===== src/rtl/jt12_pdm2pcm.sv =====
// rtl/jt12_pdm2pcm.sv - second-order CIC decimator turning a 1-bit PDM stream into signed PCM
module jt12_pdm2pcm #(
  parameter int width = 12,
  parameter int log2r = 6
) (
  input  logic                    clk,
  input  logic                    rst,
  input  logic                    din,
  input  logic                    din_en,
  output logic signed [width-1:0] dout,
  output logic                    dout_valid
);

  // Internal word wide enough that the comb output |y| <= 2^(2*log2r) is exact modulo 2^iw.
  localparam int iw    = 2 * log2r + 2;
  // Right shift that maps the CIC gain R^2 onto the output full scale.
  localparam int shift = 2 * log2r - (width - 1);

  localparam logic [log2r-1:0]      cnt_one = log2r'(1);
  localparam logic signed [iw-1:0]  pos_ovf = iw'(1) << (width - 1);
  localparam logic signed [width-1:0] pos_max = {1'b0, {(width-1){1'b1}}};

  logic signed [iw-1:0]    x;
  logic signed [iw-1:0]    i1;
  logic signed [iw-1:0]    i2;
  logic signed [iw-1:0]    d1;
  logic signed [iw-1:0]    d2;
  logic signed [iw-1:0]    c1;
  logic signed [iw-1:0]    y;
  logic signed [iw-1:0]    ys;
  logic signed [width-1:0] dout_next;
  logic [log2r-1:0]        cnt;
  logic                    smp;

  // PDM bit mapped to +1 / -1: all-ones except the LSB when din is 0.
  assign x = {{(iw-1){~din}}, 1'b1};

  // Comb differences use the registered integrator and delay values; wrap-around is intended.
  assign c1 = i2 - d1;
  assign y  = c1 - d2;

  // Scale to the output width; +full-scale is the single value that needs clipping.
  always_comb begin
    ys        = y >>> shift;
    dout_next = ys[width-1:0];
    if (ys == pos_ovf) begin
      dout_next = pos_max;
    end
  end

  // Integrators and decimation counter advance once per accepted PDM bit.
  always_ff @(posedge clk) begin
    if (rst) begin
      i1  <= '0;
      i2  <= '0;
      cnt <= '0;
      smp <= 1'b0;
    end else begin
      smp <= din_en && (&cnt);
      if (din_en) begin
        i1  <= i1 + x;
        i2  <= i2 + i1;
        cnt <= cnt + cnt_one;
      end
    end
  end

  // Comb stages and output register fire on the edge after a sampling strobe.
  always_ff @(posedge clk) begin
    if (rst) begin
      d1         <= '0;
      d2         <= '0;
      dout       <= '0;
      dout_valid <= 1'b0;
    end else begin
      dout_valid <= smp;
      if (smp) begin
        d1   <= i2;
        d2   <= c1;
        dout <= dout_next;
      end
    end
  end

endmodule


===== config.mk =====
export PLATFORM = sky130hd
export DESIGN_NAME = jt12_pdm2pcm
export DESIGN_NICKNAME = d
export VERILOG_FILES = /design/src/rtl/jt12_pdm2pcm.sv
export SDC_FILE = /design/constraint.sdc
export NUM_CORES = 1
export LEC_CHECK = 0
export BUFFER_PORTS_ARGS = -buffer_cell sky130_fd_sc_hd__buf_4
export CAP_MARGIN = 15
export CORE_ASPECT_RATIO = 0.5
export CORE_UTILIZATION = 60
export CTS_CLUSTER_DIAMETER = 120
export DETAILED_ROUTE_END_ITERATION = 7
export HOLD_SLACK_MARGIN = 0.12
export PLACE_DENSITY_LB_ADDON = 0.08
export SYNTH_ARGS = -nofsm -noshare
export SYNTH_HDL_FRONTEND = slang
export SYNTH_SLANG_ARGS = --single-unit

===== constraint.sdc =====
create_clock -name clk -period 5 [get_ports clk]
set_input_delay 0.75 -clock clk [delete_from_list [all_inputs] [get_ports clk]]
set_output_delay 0.75 -clock clk [all_outputs]
set_load 0.01 [all_outputs]

==> flow_summary.ini, run 1 <==
[power_and_ir_drop]
finalPower_mw = 2.66
power_density_nw_per_um2 = 461
peakVddDrop_mv = 0.231
power_leakage_nw = 2.40

[floorplan]
io_pins = 17
die_h_um = 68.2
initial_core_util_pct = 63.9
fp.coreArea_um2 = 8230
fp.dieW_um = 134
num_rows = 23
dieArea_um2 = 9160

[grt]
antenna_found_initial = 0
grt_use_total_pct = 23.4
first_global_vias = 3734
use_met2_pct = 37.8
grt_pass1_wl_um = 16900
top_usage_layer = met2
grt_max_degree = 79
grt_use_met3_pct = 5.41
grt_remaining_overflow = 0
grt_use_met1_pct = 31.3

[logic_synthesis]
syn_area_per_cell_um2 = 8.45
yosys.area.top_type = dfxtp_1
post_synth_inst_count = 622
synth_top_area_share_pct = 28.9
synth_cell_types = 63
synth_edf_count = 0
yosysWarnings = 0
synth.area.top_cells = dfxtp_1 29%, ha_1 12%, mux2i_1 9.7%, nor2_1 6.0%, xnor2_1 4.7%
synth_common_cells = 84 x nor2_1, 76 x dfxtp_1, 51 x ha_1, 51 x mux2i_1, 45 x inv_1
seq_area_frac_synth_pct = 28.9
syn_area_um2 = 5260
synth_ff_type = dfxtp_1
ys_seq_elements = 76
async_flop_share_pct = 0
synth_most_common_cell = nor2_1
postSynthNetCount = 681

[clock_network]
clk_path_buf_depth = 2
ctsHoldBuffers = 0
cts_htree_levels = 3
cts_setup_buffers = 0
clk_pin_slew_ns = 0.06
clock_sinks = 76
clk_latency_ns = 0.34
clockRootBuffer = clkbuf_16
cts-resized-gates = 0
cts-buffers-inserted = 9
cts_tree = built

[sta]
rsz0062_at_grt = false
finalHoldViolCount = 0
fin_hold_ws_ns = 0.449
setup_tns_ns = 0
fin_crit_ns = 4.44
worst_pin_slew_ns = 0.845
finClkSkew_ns = 0.00753
setup_viol = 0
max_freq_mhz = 225
min_period_over_period_pct = 88.9
slew_violations = 0
relSlewSlack_pct = 43.7

[setup_path]
worstPathArrival_ns = 4.69
cp.required_ns = 5.25
r2r_slack_ns = 0.56
r2r-start = i2[2]
crit_path_start = i2[2]
end_kind = register
critPathMaxFanout = 11
reg2regPathDepth = 17
r2r-end = dout[6]
cp-endpoint = dout[6]
cp-start-kind = register
crit_type = reg -> reg

[routing]
vias = 4275
route.detailed.wl_per_inst_um = 13.6
final_antenna_net_count = 0
drt-pass1-iter-count = 5
drt-total-wl_um = 10200
drt_iter0_drc = 211
drc_errors = 0
vias_per_cell = 5.72

[run_status]
status = finished, final reports clean

[hold_path]
hold_class = reg -> reg

[placed_design]
numPortBuffers = 16
dp_hpwl_um = 7390
gp_congestion = 0.867

[finish]
insertedDiodeCount = 0
area_growth_pct = 9.47
fin_nets = 690
fill_cells = 653
layout-drive-gt1-share_pct = 7.86

[run]
max_cap_violations = 0
[worst max-delay path: stages, from the launching register on]
cell	delay (ns)
dfxtp_1	0.34
ha_1	0.35
nor2b_1	0.15
o21a_1	0.18
o21ai_1	0.18
a21oi_1	0.12
a41o_1	0.27
o41ai_1	0.54
xnor2_1	0.14
ha_1	0.41
inv_1	0.08
nor3_1	0.18
a21oi_1	0.05
o311ai_0	0.09
nor3_1	0.11
nor4_2	0.31
nand4_1	0.59
o221ai_1	0.26
[layer usage]
layer  share of wire, %  routed length (um)
met3                3.9                 398
met5                  0                   0
met2                 42                4280
met4               0.85                  87
met1                 53                5430
[placed cells by master, fill, tap and decap left out, drive strengths merged, types with 3 or more instances in the layout]
cell	netlist	final
nand2b	11	11
a211oi	7	7
nor2b	6	6
clkbuf	11	11
nor4	3	3
nand4	7	7
o2111ai	3	3
dfxtp	76	76
nor3	17	17
ha	51	51
nand3	11	11
o41ai	4	4
inv	45	46
o21bai	3	3
or3	9	9
buf	8	17
o211ai	4	4
fa	4	4
a41o	3	3
a21oi	36	36
xor2	11	11
xnor2	28	28
nor4b	4	4
o21a	9	9
o21ai	33	33
nor3b	4	4
and3	7	7
nand2	29	29
o221ai	3	3
nor2	84	84
a31oi	7	7
a21o	6	6
mux2i	51	51
[where the power goes]
part	leakage (nW)	switching [mW]	total [mW]	internal (mW)
Sequential	0.618	0.0447	0.689	0.644
Clock	0.148	0.260	0.674	0.414
Combinational	1.63	0.740	1.29	0.553
[per-stage QoR]
stage,util (%),cell area [um2],std cells,worst slack [ns]
final,69.9,5760,748,0.556
after CTS,69.9,5760,748,0.571
after floorplan,-,5260,622,1.41
after detailed placement,66.1,5440,732,0.617
after global routing,69.9,5760,748,0.0551
after global placement,66.1,5440,732,0.795
[worst min-delay path by stage]
| stage | cells after the start | startpoint | slack (ns) | end |
|---|---|---|---|---|
| after floorplan | 2 | cnt[5] | 0.42 | smp |
| after global placement | 2 | cnt[5] | 0.43 | smp |
| after detailed placement | 2 | cnt[5] | 0.43 | smp |
| after CTS | 2 | cnt[5] | 0.44 | smp |
| after global routing | 2 | cnt[5] | 0.49 | smp |
| final | 2 | cnt[5] | 0.45 | smp |
[kinds of logic after synthesis]
family,synth area share [%]
adder cells (fa/ha/maj),13.7
flip-flops,28.9
XOR/XNOR,6.50
AND/OR/NAND/NOR,18.2
buffers and inverters,4.85
AO/OA/AOI/OAI,17.9
multiplexers,9.92
[state kept, by name (all words and copies together) (netlist names)]
name,cells
d1,14
d2,14
i1,14
i2,14
dout,12
cnt,6
dout_valid,1
smp,1
[final cells by class]
cell class                      instances  area, um2  share of cell area (%)
Clock inverter                          5       58.8                    1.02
Sequential cell                        76       1520                    26.5
Inverter                               46        173                    3.00
Clock buffer                           11        253                    4.39
Tap cell                              112        140                    2.43
Timing Repair Buffer                   17        128                    2.22
Multi-Input combinational cell        481       3480                    60.5
No activity file was read; power rests on OpenSTA's default activity.
==> run 2: changes to the inputs <==
--- a/config.mk
+++ b/config.mk
@@ -8,7 +8,7 @@
 export BUFFER_PORTS_ARGS = -buffer_cell sky130_fd_sc_hd__buf_4
 export CAP_MARGIN = 15
 export CORE_ASPECT_RATIO = 0.5
-export CORE_UTILIZATION = 60
+export CORE_UTILIZATION = 55
 export CTS_CLUSTER_DIAMETER = 120
 export DETAILED_ROUTE_END_ITERATION = 7
 export HOLD_SLACK_MARGIN = 0.12
==> flow_summary.ini, run 2 (synthesis gave the netlist of run 1 again) <==
[sta]
rsz0062_at_grt = false
min_period_over_period_pct = 88.9
max_freq_mhz = 225
worst_pin_slew_ns = 0.886
slew_violations = 0
setup_viol = 0
relSlewSlack_pct = 41.0
setup_tns_ns = 0
setup_ws_ns = 0.556
fin_hold_ws_ns = 0.442
fin_crit_ns = 4.44
finClkSkew_ns = 0.00768
finalHoldViolCount = 0

[setup_path]
cp-start-kind = register
cp-endpoint = dout[6]
end_kind = register
r2r_slack_ns = 0.56
r2r-end = dout[6]
critPathMaxFanout = 11
reg2regPathDepth = 19
worstPathArrival_ns = 4.68
r2r-start = i2[0]
crit_type = reg -> reg
crit_path_start = i2[0]
cp.required_ns = 5.24

[floorplan]
die_h_um = 71.1
fp.dieW_um = 140
num_rows = 24
dieArea_um2 = 9980
initial_core_util_pct = 58.6
fp.coreArea_um2 = 8980
io_pins = 17

[grt]
grt_remaining_overflow = 0
first_global_vias = 3773
grt_max_degree = 79
grt_pass1_wl_um = 17600
antenna_found_initial = 0
grt_use_total_pct = 22.0

[finish]
fin_cells = 753
layout_common_cells = 84 x nor2_1, 75 x dfxtp_1, 51 x mux2i_1, 51 x ha_1, 45 x inv_1
fill_cells = 780
layout-drive-gt1-share_pct = 7.55
insertedDiodeCount = 0
fin_util_pct = 64.3
fin_nets = 690
area_growth_pct = 9.73
final_common_cell = nor2_1

[placed_design]
place_inst = 737
dp_hpwl_um = 7260
gp_congestion = 0.825
numPortBuffers = 16
place_worst_setup_slack_ns = 0.664

[hold_path]
hold_class = reg -> reg

[clock_network]
cts-resized-gates = 0
ctsHoldBuffers = 0
cts_htree_levels = 3
clk_pin_slew_ns = 0.06
cts_tree = built
clk_path_buf_depth = 2
cts_setup_buffers = 0
cts-buffers-inserted = 9
clk_latency_ns = 0.33
clockRootBuffer = clkbuf_16
clock_sinks = 76

[routing]
drt_iter0_drc = 163
drt-pass1-iter-count = 4
drc_errors = 0
drt-total-wl_um = 10200
final_antenna_net_count = 0
vias = 4229
vias_per_cell = 5.62
route.detailed.wl_per_inst_um = 13.6

[power_and_ir_drop]
power_density_nw_per_um2 = 463
power_leakage_nw = 2.40
peakVddDrop_mv = 0.191

[run]
max_cap_violations = 0

[run_status]
status = finished, final reports clean
## run 2: changes by cell type in the layout (fill, tap and decap cells not counted)
cell	before	now
inv_6	1	0
clkbuf_1	0	2
clkinvlp_4	2	1
clkbuf_8	2	1
bufinv_16	1	2
## run 2: per-stage QoR
stage	total power [mW]	instance area [um2]
2_1_floorplan	1.76	5260
3_3_place_gp	1.96	5450
3_5_place_dp	1.98	5450
4_1_cts	2.68	5770
5_1_grt	2.88	5770
6_report	2.67	5770
## run 2: how the worst min path moves through the flow
stage / start / to / slack, ns / cells past startpoint
floorplan: cnt[5] / smp / 0.42 / 2
global placement: cnt[5] / smp / 0.43 / 2
detailed placement: cnt[5] / smp / 0.43 / 2
CTS: cnt[5] / smp / 0.44 / 2
global route: cnt[5] / smp / 0.46 / 2
finish: cnt[5] / smp / 0.44 / 2
## run 2: layer usage
layer / up-vias / routed length (um) / GRT usage, %
met5: - / 0 / 0
met4: 0 / 90 / 5.98
met3: 8 / 344 / 4.60
met2: 54 / 4230 / 34.1
met1: 1924 / 5580 / 31.0
li1: 2243 / - / -
## run 2: report_power, final
part | switching [mW] | internal [mW]
combinational | 0.741 | 0.552
sequential | 0.0448 | 0.644
clock | 0.241 | 0.450
## run 2: worst max-delay path: stages (launching register included)
cell and delay, ns:
dfxtp_1 0.34, inv_1 0.06, ha_1 0.19, fa_1 0.22
nor2b_1 0.06, o21a_1 0.17, o21ai_1 0.16, a21oi_1 0.11
a41o_1 0.27, o41ai_1 0.56, xnor2_1 0.13, ha_1 0.42
inv_1 0.09, nor3_1 0.19, a21oi_1 0.06, o311ai_0 0.09
nor3_1 0.11, nor4_2 0.31, nand4_1 0.58, o221ai_1 0.24
## run 2: area by class of cell
cell class	instances	area, um2	area share [%]
clock buffers	12	246	4.27
clock inverters	4	72.6	1.26
inverters	46	173	2.99
multi-input cells	481	3480	60.3
flip-flops and latches	76	1520	26.4
well taps	117	146	2.54
repair buffers	17	128	2.21
